## config.mk

```make
export PLATFORM = sky130hd
export DESIGN_NAME = shift_seq_flat
export DESIGN_NICKNAME = d
export VERILOG_FILES = /design/src/rtl/shift_seq_pkg.sv /design/src/rtl/shift_seq_if.sv /design/src/rtl/shift_step.sv /design/src/rtl/shift_seq.sv /design/src/flat_wrapper.sv
export SDC_FILE = /design/constraint.sdc
export NUM_CORES = 1
export LEC_CHECK = 0
export BUFFER_PORTS_ARGS = -buffer_cell sky130_fd_sc_hd__buf_2
export CORE_ASPECT_RATIO = 0.7
export CORE_MARGIN = 2
export CORE_UTILIZATION = 55
export CTS_CLUSTER_SIZE = 12
export DETAILED_ROUTE_END_ITERATION = 12
export PLACE_DENSITY = 0.8
export SLEW_MARGIN = 20
export SYNTH_ARGS = -nofsm -noshare
export SYNTH_HDL_FRONTEND = slang
export SYNTH_SLANG_ARGS = --single-unit
```

## constraint.sdc

```tcl
create_clock -name clk -period 2.7 [get_ports clk]
set_input_delay 0.405 -clock clk [delete_from_list [all_inputs] [get_ports clk]]
set_output_delay 0.405 -clock clk [all_outputs]
set_load 0.1 [all_outputs]
```

## src/rtl/shift_seq_pkg.sv

```systemverilog
// Shared types and the golden shift reference for the iterative shifter.
// The reference supports widths up to 64 bits.
package shift_seq_pkg;

  typedef enum logic [1:0] {IDLE, BUSY, DONE} state_e;

  localparam int DEF_WIDTH = 32;
  localparam int SA_W      = $clog2(DEF_WIDTH);

  function automatic logic [63:0] golden_shift(input logic [63:0] d,
                                               input int          width,
                                               input int          sa,
                                               input logic        right,
                                               input logic        arith,
                                               input logic        rotate);
    logic [63:0] r;
    logic [63:0] mask;
    logic [5:0]  top;
    logic        fill;
    logic        msb;
    logic        lsb;
    top  = 6'(width - 1);
    mask = (width >= 64) ? '1 : ((64'd1 << width) - 64'd1);
    r    = d & mask;
    fill = right & arith & ~rotate & r[top];
    for (int j = 0; j < 64; j++) begin
      if (j < sa) begin
        msb = r[top];
        lsb = r[0];
        if (right) begin
          r      = r >> 1;
          r[top] = rotate ? lsb : fill;
        end else begin
          r    = (r << 1) & mask;
          r[0] = rotate ? msb : 1'b0;
        end
      end
    end
    return r;
  endfunction

endpackage

```

## src/rtl/shift_seq_if.sv

```systemverilog
// Request/result handshake bundle for shift_seq; in_rotate exists only with SHIFT_SEQ_ROTATE_EN.
// master = upstream/consumer side, slave = the shift unit.
interface shift_seq_if
  import shift_seq_pkg::*;
#(
  parameter int WIDTH = DEF_WIDTH
);
  localparam int SAW = $clog2(WIDTH);

  logic             in_valid;
  logic             in_ready;
  logic [WIDTH-1:0] in_d;
  logic [SAW-1:0]   in_sa;
  logic             in_right;
  logic             in_arith;
`ifdef SHIFT_SEQ_ROTATE_EN
  logic             in_rotate;
`endif
  logic             out_valid;
  logic             out_ready;
  logic [WIDTH-1:0] out_sh;
  logic             busy;

  modport master (
    output in_valid, in_d, in_sa, in_right, in_arith,
`ifdef SHIFT_SEQ_ROTATE_EN
    output in_rotate,
`endif
    output out_ready,
    input  in_ready, out_valid, out_sh, busy
  );

  modport slave (
    input  in_valid, in_d, in_sa, in_right, in_arith,
`ifdef SHIFT_SEQ_ROTATE_EN
    input  in_rotate,
`endif
    input  out_ready,
    output in_ready, out_valid, out_sh, busy
  );

endinterface

```

## src/rtl/shift_step.sv

```systemverilog
// Combinational shifter by k in 0..STEP positions; rotate input only with SHIFT_SEQ_ROTATE_EN.
// Zero latency, no flow control.
module shift_step #(
  parameter int WIDTH = 32,
  parameter int STEP  = 4,
  parameter int KW    = $clog2(STEP + 1)
) (
  input  logic [WIDTH-1:0] word_i,
  input  logic [KW-1:0]    k_i,
  input  logic             right_i,
  input  logic             fill_i,
`ifdef SHIFT_SEQ_ROTATE_EN
  input  logic             rotate_i,
`endif
  output logic [WIDTH-1:0] word_o
);

  always_comb begin
    word_o = word_i;
    for (int s = 1; s <= STEP; s++) begin
      if (k_i == KW'(s)) begin
        if (right_i) begin
          word_o = (word_i >> s) | ({WIDTH{fill_i}} << (WIDTH - s));
        end else begin
          word_o = word_i << s;
        end
`ifdef SHIFT_SEQ_ROTATE_EN
        if (rotate_i) begin
          word_o = right_i ? ((word_i >> s) | (word_i << (WIDTH - s)))
                           : ((word_i << s) | (word_i >> (WIDTH - s)));
        end
`endif
      end
    end
  end

endmodule

```

## src/rtl/shift_seq.sv

```systemverilog
// Iterative shifter, up to STEP bits per cycle; result valid 1+ceil(sa/STEP) cycles after accept.
// Result held until out_ready; no new request until the cycle after; SHIFT_SEQ_ROTATE_EN adds rotates.
module shift_seq
  import shift_seq_pkg::*;
#(
  parameter int WIDTH = 32,
  parameter int STEP  = 4
) (
  input  logic        clk,
  input  logic        rst,
  shift_seq_if.slave  bus
);

  localparam int SAW = $clog2(WIDTH);
  localparam int KW  = $clog2(STEP + 1);

  state_e           state_q;
  logic [WIDTH-1:0] work_q;
  logic [WIDTH-1:0] step_word;
  logic [SAW-1:0]   rem_q;
  logic [SAW-1:0]   rem_d;
  logic [KW-1:0]    k_d;
  logic             right_q;
  logic             arith_q;
  logic             fill_q;
  logic             in_ready_q;
  logic             out_valid_q;
  logic             busy_q;
  logic [WIDTH-1:0] orig_d_q;
  logic [SAW-1:0]   orig_sa_q;
  logic             rot_eff;
`ifdef SHIFT_SEQ_ROTATE_EN
  logic             rotate_q;
  assign rot_eff = rotate_q;
`else
  assign rot_eff = 1'b0;
`endif

  always_comb begin
    if ({1'b0, rem_q} >= (SAW + 1)'(STEP)) begin
      k_d = KW'(STEP);
    end else begin
      k_d = KW'(rem_q);
    end
    rem_d = rem_q - SAW'(k_d);
  end

  shift_step #(
    .WIDTH (WIDTH),
    .STEP  (STEP)
  ) u_step (
    .word_i   (work_q),
    .k_i      (k_d),
    .right_i  (right_q),
    .fill_i   (fill_q),
`ifdef SHIFT_SEQ_ROTATE_EN
    .rotate_i (rotate_q),
`endif
    .word_o   (step_word)
  );

  always_ff @(posedge clk) begin
    if (rst) begin
      state_q     <= IDLE;
      work_q      <= '0;
      rem_q       <= '0;
      right_q     <= 1'b0;
      arith_q     <= 1'b0;
      fill_q      <= 1'b0;
      in_ready_q  <= 1'b1;
      out_valid_q <= 1'b0;
      busy_q      <= 1'b0;
      orig_d_q    <= '0;
      orig_sa_q   <= '0;
`ifdef SHIFT_SEQ_ROTATE_EN
      rotate_q    <= 1'b0;
`endif
    end else begin
      case (state_q)
        IDLE: begin
          if (bus.in_valid) begin
            work_q     <= bus.in_d;
            rem_q      <= bus.in_sa;
            right_q    <= bus.in_right;
            arith_q    <= bus.in_arith;
            fill_q     <= bus.in_right & bus.in_arith & bus.in_d[WIDTH-1];
            orig_d_q   <= bus.in_d;
            orig_sa_q  <= bus.in_sa;
`ifdef SHIFT_SEQ_ROTATE_EN
            rotate_q   <= bus.in_rotate;
`endif
            in_ready_q <= 1'b0;
            busy_q     <= 1'b1;
            if (bus.in_sa == '0) begin
              state_q     <= DONE;
              out_valid_q <= 1'b1;
            end else begin
              state_q <= BUSY;
            end
          end
        end
        BUSY: begin
          work_q <= step_word;
          rem_q  <= rem_d;
          if (rem_d == '0) begin
            state_q     <= DONE;
            out_valid_q <= 1'b1;
          end
        end
        DONE: begin
          if (bus.out_ready) begin
            state_q     <= IDLE;
            out_valid_q <= 1'b0;
            busy_q      <= 1'b0;
            in_ready_q  <= 1'b1;
          end
        end
        default: begin
          state_q <= IDLE;
        end
      endcase
    end
  end

  assign bus.in_ready  = in_ready_q;
  assign bus.out_valid = out_valid_q;
  assign bus.out_sh    = work_q;
  assign bus.busy      = busy_q;

  // Every presented result must match the one-shot reference of the latched request.
  a_result_golden: assert property (@(posedge clk) disable iff (rst)
    (state_q == DONE) |-> (work_q == WIDTH'(golden_shift(64'(orig_d_q), WIDTH, int'(orig_sa_q),
                                                         right_q, arith_q, rot_eff))));

endmodule

```

## src/flat_wrapper.sv

```systemverilog
// flat-port wrapper written by rule: the top's interface ports become plain ports
module shift_seq_flat import shift_seq_pkg::*;
#(
  parameter int WIDTH = 32,
  parameter int STEP  = 4
)
  (clk, rst, bus_in_valid, bus_in_d, bus_in_sa, bus_in_right, bus_in_arith, bus_out_ready, bus_in_ready, bus_out_valid, bus_out_sh, bus_busy);
  shift_seq_if #(.WIDTH(WIDTH)) bus_i ();
  input  logic clk;
  input  logic rst;
  input wire logic [$bits(bus_i.in_valid)-1:0] bus_in_valid;
  input wire logic [$bits(bus_i.in_d)-1:0] bus_in_d;
  input wire logic [$bits(bus_i.in_sa)-1:0] bus_in_sa;
  input wire logic [$bits(bus_i.in_right)-1:0] bus_in_right;
  input wire logic [$bits(bus_i.in_arith)-1:0] bus_in_arith;
  input wire logic [$bits(bus_i.out_ready)-1:0] bus_out_ready;
  output wire logic [$bits(bus_i.in_ready)-1:0] bus_in_ready;
  output wire logic [$bits(bus_i.out_valid)-1:0] bus_out_valid;
  output wire logic [$bits(bus_i.out_sh)-1:0] bus_out_sh;
  output wire logic [$bits(bus_i.busy)-1:0] bus_busy;
  assign bus_i.in_valid = bus_in_valid;
  assign bus_i.in_d = bus_in_d;
  assign bus_i.in_sa = bus_in_sa;
  assign bus_i.in_right = bus_in_right;
  assign bus_i.in_arith = bus_in_arith;
  assign bus_i.out_ready = bus_out_ready;
  assign bus_in_ready = bus_i.in_ready;
  assign bus_out_valid = bus_i.out_valid;
  assign bus_out_sh = bus_i.out_sh;
  assign bus_busy = bus_i.busy;
  shift_seq #(.WIDTH(WIDTH), .STEP(STEP)) u_core (.clk(clk), .rst(rst), .bus(bus_i));
endmodule
```

---- Word-level counts from Yosys, hierarchy flattened ----
Index checks and enable logic that the tools add are counted.
operators by class
  $add $sub $neg .......................... 1
  magnitude comparators ................... 1
  equality and inequality tests ........... 11
  muxes and demuxes ....................... 28
  bitwise gates (word level) .............. 6
  reductions and logical operators ........ 12
operators by type and width
  kind                                                                     count
  32-bit 2-to-1 mux                                                        9
  32-bit one-hot mux with 2 select lines                                   1
  28-bit by 32-bit OR with 32-bit output                                   1
  29-bit by 32-bit OR with 32-bit output                                   1
  30-bit by 32-bit OR with 32-bit output                                   1
  31-bit by 32-bit OR with 32-bit output                                   1
  5-bit logical NOT                                                        2
  5-bit one-hot mux with 2 select lines                                    1
  3-bit AND reduction                                                      3
  2-bit 2-to-1 mux                                                         4
  1-bit 2-to-1 mux                                                         7
  3-bit by 2-bit == test with 1-bit output, second input constant          2
  2-bit one-hot mux with 3 select lines                                    1
  5-bit by 3-bit >= comparator with 1-bit output, second input constant    1
  5-bit 2-to-1 mux                                                         1
  5-bit inequality test, second input constant                             1
  5-bit AND reduction                                                      1
  5-bit by 3-bit subtractor with 5-bit output                              1
  2-bit by 1-bit inequality test with 1-bit output, second input constant  2
  2-bit inequality test, second input constant                             2
  1-bit one-hot mux with 2 select lines                                    2
  2-bit AND reduction                                                      2
  2-bit nonzero test                                                       2
  3-bit by 1-bit == test with 1-bit output, second input constant          1
  8 further kinds                                                          9
word-level totals
  register bits after elaboration ......... 44
  input port bits ......................... 43
  output and inout port bits .............. 35
  logic and storage cells ................. 67

---- Longest topological paths before layout ----
  depth in word-level cells ............... 8
  gate-level depth with buffers ........... 11
  gate-level depth less buffers ........... 8

---- Modules after synthesis ----
From an unflattened synthesis, not the netlist that was laid out.
unflattened totals
  cells, all modules ...................... 556
  area total of the unflattened synthesis .. 4336.7 sq um
by module, submodules not included
  module      instances  cells each  area an instance (sq um)
  shift_step  1          281         2257.2
  shift_seq   1          275         2079.5

---- Worst setup path after synthesis ----
Ideal clock, no wire load.
  kind .................................... reg2reg
  from .................................... register u_core.rem_q[3]
  to ...................................... register u_core.out_valid_q (netlist: u_core.bus.out_valid)
  library setup time ...................... 0.071 ns
  data arrival time ....................... 2.222 ns
  data required time ...................... 2.629 ns
  setup slack ............................. 0.407 ns
  cell stages (with the launch flop) ...... 11
  path buffers ............................ 3
  clock period less this slack ............ 2.293 ns
  path through ............................ dfxtp_1 > buf_6 > or3_4 > buf_2 > buf_6 > nand2_1 > ha_1 > or4_4 > a2111oi_2 > o21ai_1 > a21oi_1
between the ends
  word-level cells in the longest chain between the ends .. 6
ends and longest elaborated chain
  what                                                                 RTL line          source
  start, declared                                                      shift_seq.sv:20   logic [SAW-1:0] rem_q;
  start signal, assigned                                               shift_seq.sv:83   rem_q <= bus.in_sa;
  start signal, assigned                                               shift_seq.sv:104  rem_q <= rem_d;
  5-bit by 3-bit >= comparator with 1-bit output                       shift_seq.sv:40   if ({1'b0, rem_q} >= (SAW + 1)'(STEP)) begin
  3-bit 2-to-1 mux                                                     shift_seq.sv:40
  5-bit by 3-bit subtractor with 5-bit output *                        shift_seq.sv:45   rem_d = rem_q - SAW'(k_d);
  5-bit logical NOT *                                                  shift_seq.sv:105  if (rem_d == '0) begin
  2-bit by 1-bit inequality test with 1-bit output (no source line) *  --
  5-bit AND reduction (no source line) *                               --
  end signal, assigned                                                 shift_seq.sv:71   out_valid_q <= 1'b0;
  end signal, assigned                                                 shift_seq.sv:107  out_valid_q <= 1'b1;
  end signal, assigned                                                 shift_seq.sv:113  out_valid_q <= 1'b0;
  end, declared                                                        shift_seq.sv:27   logic out_valid_q;
Mark *: on every way between the ends. The rest lies on a longest branch, timed or not.
A chain may end at the register's enable or synchronous reset.

---- Worst setup path after layout ----
  from .................................... register u_core.rem_q[2]
  to ...................................... register u_core.state_q[0]
between the ends
  word-level cells in the longest chain between the ends .. 6
ends and longest elaborated chain
  what                                                                 RTL line          source
  5-bit by 3-bit >= comparator with 1-bit output                       shift_seq.sv:40
  3-bit 2-to-1 mux                                                     shift_seq.sv:40
  5-bit by 3-bit subtractor with 5-bit output *                        shift_seq.sv:45
  5-bit logical NOT *                                                  shift_seq.sv:105
  2-bit by 1-bit inequality test with 1-bit output (no source line) *  --
  3-bit AND reduction (no source line) *                               --
  end signal, assigned                                                 shift_seq.sv:106  state_q <= DONE;
  end signal, assigned                                                 shift_seq.sv:112  state_q <= IDLE;
  end signal, assigned                                                 shift_seq.sv:119  state_q <= IDLE;
  end, declared                                                        shift_seq.sv:17   state_e state_q;
Marked as above.

==> metrics.md <==
| Metric | Value |
|---|---|
| Async SR Flop Fraction | `0%` |
| Port buffer count | `between 70 and 80` |
| Critical path required time | `approximately 2.9 ns` |
| Classification of the worst-slack hold path | `input port to register` |
| Post-Route WL | `12.44 mm` |
| Setup Fix Bufs, Post-CTS | `0` |
| First DRT Iteration DRCs | `500` |
| Leading cell types in the layout, fill and taps excluded | `sky130_fd_sc_hd__buf_2 (77), sky130_fd_sc_hd__nor2_1 (67), sky130_fd_sc_hd__nand2_1 (52)` |
| Number of clock sinks seen by CTS | `44` |
| Quantity of hold-fixing buffers added after cts | `0` |
| Post-detailed-placement half-perimeter wirelength | `between 8 and 9 mm` |
| Critical path capture point type | `register` |
| Final worst path period share | `between 80 and 90%` |
| Hold EP | `u_core.right_q` |
| Top flip-flop cell by instance count after synthesis | `sky130_fd_sc_hd__dfxtp_1` |
| Slew Limit Fails | `0` |
| Avg Synthesized Cell Area | `roughly 7.7 um2` |
| Most common cell after layout, fill and taps aside | `sky130_fd_sc_hd__buf_2` |
| Post-synthesis cell type count | `50` |
| Share of cells above drive strength 1 | `25.13%` |
| Rows | `25` |
| Final cell count without fillers | `655` |
| Global-route wire length before repair | `~20 mm` |
| Peak ir drop on the vdd network | `roughly 0.42 mV` |
| CTS tree | `done` |
| Final total negative setup slack | `0 ns` |
| Highest net fanout along the worst path | `11` |
| Area used by multi-input combinational logic | `approximately 2700 um2` |
| Startpoint of the lowest-slack hold path | `bus_in_right` |
| Die boundary height | `~75 um` |
| Start-to-end type of the worst setup path | `register to register` |
| Worst-case register-to-register setup slack | `between 0.3 and 0.4 ns` |
| Routed vias | `about 4500` |
| Overall Power | `about 0.0033 W` |
| Latest clock arrival within the worst-skew pair | `around 0.31 ns` |
| Power density cells | `about 750 nW/um2` |
| Antenna violations before repair | `0` |
| Maximum Capacitance Violations | `0` |
| Clock Path Buffers | `2` |
| Critical Path Source Type | `register` |
| Drt pass-1 iters | `5` |
| Arrival time at the worst endpoint | `2.51 ns` |
| Unrepaired setup endpoints after global routing | `no` |
| Number of inserted filler cells in the final layout | `615` |
| Number of hold violations in the final report | `0` |
| Clock root buffer master | `sky130_fd_sc_hd__clkbuf_8` |
| Post-Syn Instances | `a little over 500` |
| Drt via density | `slightly below 7` |
| Number of H-tree branching levels | `2` |
| Synth top area cells | `sky130_fd_sc_hd__dfxtp_1 (22%), sky130_fd_sc_hd__mux4_2 (15%), sky130_fd_sc_hd__nor2_1 (6.4%), sky130_fd_sc_hd__a221oi_1 (5.8%), sky130_fd_sc_hd__nand2_1 (5.0%)` |
| Syn Nets | `~550` |
| Die W | `approximately 110 um` |
| Clock skew | `about 0.003 ns` |
| Post-cts repair resize count | `0` |
| Total track usage | `32.10%` |
| Cell depth of the worst min-delay path | `3` |
| Count of endpoints failing setup in the final report | `0` |
| Total instance count after detailed placement | `between 600 and 700` |
| Final critical path time including I/O delays and setup | `between 2 and 2.5 ns` |
| Portion of the post-synthesis area used by sequential elements | `22.42%` |
| Routed length per instance | `approximately 19 um` |
| Count of nets left with antenna violations after detail routing | `0` |
| Depth of the worst register-to-register path | `7` |
| Remaining global-route overflow | `0` |
| Rel. slew slack | `a little under two thirds` |
| Pin slew with the least headroom to its limit | `approximately 0.55 ns` |
| Register clock-pin slew on the reported worst setup and hold paths | `about 0.09 ns` |
| Register Area | `approximately 900 um2` |
| Std-Cell Core Area | `around 7000 um2` |
| Syn-to-layout area delta | `12.71%` |
| Upper clock frequency limit | `between 400 and 500 MHz` |
| Number of synthesized register bits | `44` |
| Yosys top cell area share | `between 20% and 30%` |
| Final estimated routing congestion in global placement | `about 0.89` |
| Number of buffers created by CTS | `5` |
| Outcome | `completed` |
| I/O Pins | `78` |
| Worst r2r dst | `u_core.state_q[0]` |
| Number of global-route vias before repair | `around 4000` |
| Number of flops mapped to enable cells by yosys | `0` |
| Final layout net count | `roughly 600` |
| Leakage power figure | `between 1.5 and 2 nW` |
| Ant. Diodes | `0` |
| Initial Util | `57.61%` |
| Number of warning messages in the yosys log | `0` |
| DRC violation count after routing | `0` |
| Reg2Reg Launch Point | `u_core.rem_q[2]` |
| Cell Area, Synth | `around 3900 um2` |
| Synth area leader | `sky130_fd_sc_hd__dfxtp_1` |
| Largest net degree at the start of global routing | `58` |
| Die ar. | `7846 um2` |
-- synth_stat cells, drive strengths merged (2+ instances only) --
library cell / number
nor4: 28
o21ai: 13
nand3: 31
o221ai: 2
a31oi: 27
nor2: 67
a221oi: 26
mux4: 27
or3: 2
nand2: 52
a31o: 2
a22oi: 2
nand2b: 30
o31ai: 3
buf: 33
dfxtp: 44
mux2i: 4
inv: 4
nor2b: 4
a2bb2oi: 2
a211oi: 4
clkbuf: 22
a21oi: 26
nor3: 31
a2111oi: 3
o21a: 2
nand4: 2
-- routing by layer --
layer  part of all wire [%]  track usage [%]  vias to the layer above
li1                       -                -                     2045
met2                     43            49.57                      361
met4                    1.3            8.296                        0
met1                     42            46.43                     2066
met3                     13            6.926                       33
met5                      0                0                        -
-- stage by stage --
stage                     worst slack (ns)  hold WS, ns  utilization [%]  cell area [um2]
after floorplan                     0.4073       0.4546                -             3929
after global placement              0.4992       0.4590            63.30             4317
after detailed placement            0.4222       0.4702            63.30             4317
after CTS                           0.3906       0.3438            64.94             4428
after global routing                0.2252       0.3632            64.94             4428
final                               0.3748       0.3436            64.94             4428
-- kinds of logic (layout without fill, tap and decap cells) --
kind of cell | count (synthesis) | count (layout) | share of synthesized area [%]
and+or+nand+nor | 251 | 251 | 30.89
AOI/OAI and AO/OA | 119 | 119 | 20.89
buffers and inverters | 60 | 111 | 8.152
DFF | 44 | 44 | 22.42
muxes | 32 | 32 | 16.78
xor gates and xnor gates | 2 | 2 | 0.4459
adders and majority gates | 1 | 1 | 0.3184
other | 1 | 1 | 0.09545
-- worst max-delay path, cell delays in order, from the launching register on --
cell,delay [ns]
sky130_fd_sc_hd__dfxtp_1,0.61
sky130_fd_sc_hd__or3_4,0.22
sky130_fd_sc_hd__nand2_1,0.06
sky130_fd_sc_hd__ha_1,0.24
sky130_fd_sc_hd__or4_4,0.51
sky130_fd_sc_hd__a211o_1,0.32
sky130_fd_sc_hd__a22oi_1,0.20
sky130_fd_sc_hd__nor3_1,0.06
-- cell type report --
type / instances / share of cell area [%]
Multi-Input combinational cell: 406 / 61.88
Clock inverter: 3 / 0.9607
Timing Repair Buffer: 98 / 12.55
Sequential cell: 44 / 19.98
Tap cell: 94 / 2.656
Inverter: 5 / 0.4238
Clock buffer: 5 / 1.554
-- sequential cells by signal, indices dropped and copies added, names as in the netlist --
signal and cells:
u_core.bus.out_valid 1, u_core.bus.out_sh 32, u_core.bus.in_ready 1, u_core.right_q 1, u_core.state_q 2, u_core.rem_q 5, u_core.fill_q 1, u_core.bus.busy 1
-- report_power, final --
part | total [W] | leakage (nW) | internal (W) | switching [W]
combinational | 0.00181 | 1.27 | 0.000548 | 0.00126
sequential | 0.000982 | 0.366 | 0.000747 | 0.000235
clock | 0.000524 | 0.0541 | 0.000274 | 0.000250
total | 0.00331 | 1.69 | 0.00157 | 0.00174
-- worst max-delay path by stage --
stage                     from                   end  slack (ns)  cells after the start
2_1_floorplan  u_core.rem_q[3]  u_core.bus.out_valid        0.41                     10
3_3_place_gp   u_core.rem_q[2]     u_core.state_q[1]        0.50                      7
3_5_place_dp   u_core.rem_q[2]  u_core.bus.out_valid        0.42                      7
4_1_cts        u_core.rem_q[2]  u_core.bus.out_valid        0.39                      7
5_1_grt        u_core.rem_q[2]     u_core.state_q[1]        0.23                      7
6_report       u_core.rem_q[2]     u_core.state_q[0]        0.37                      7
Note: power is estimated with default switching activity, not from simulation.
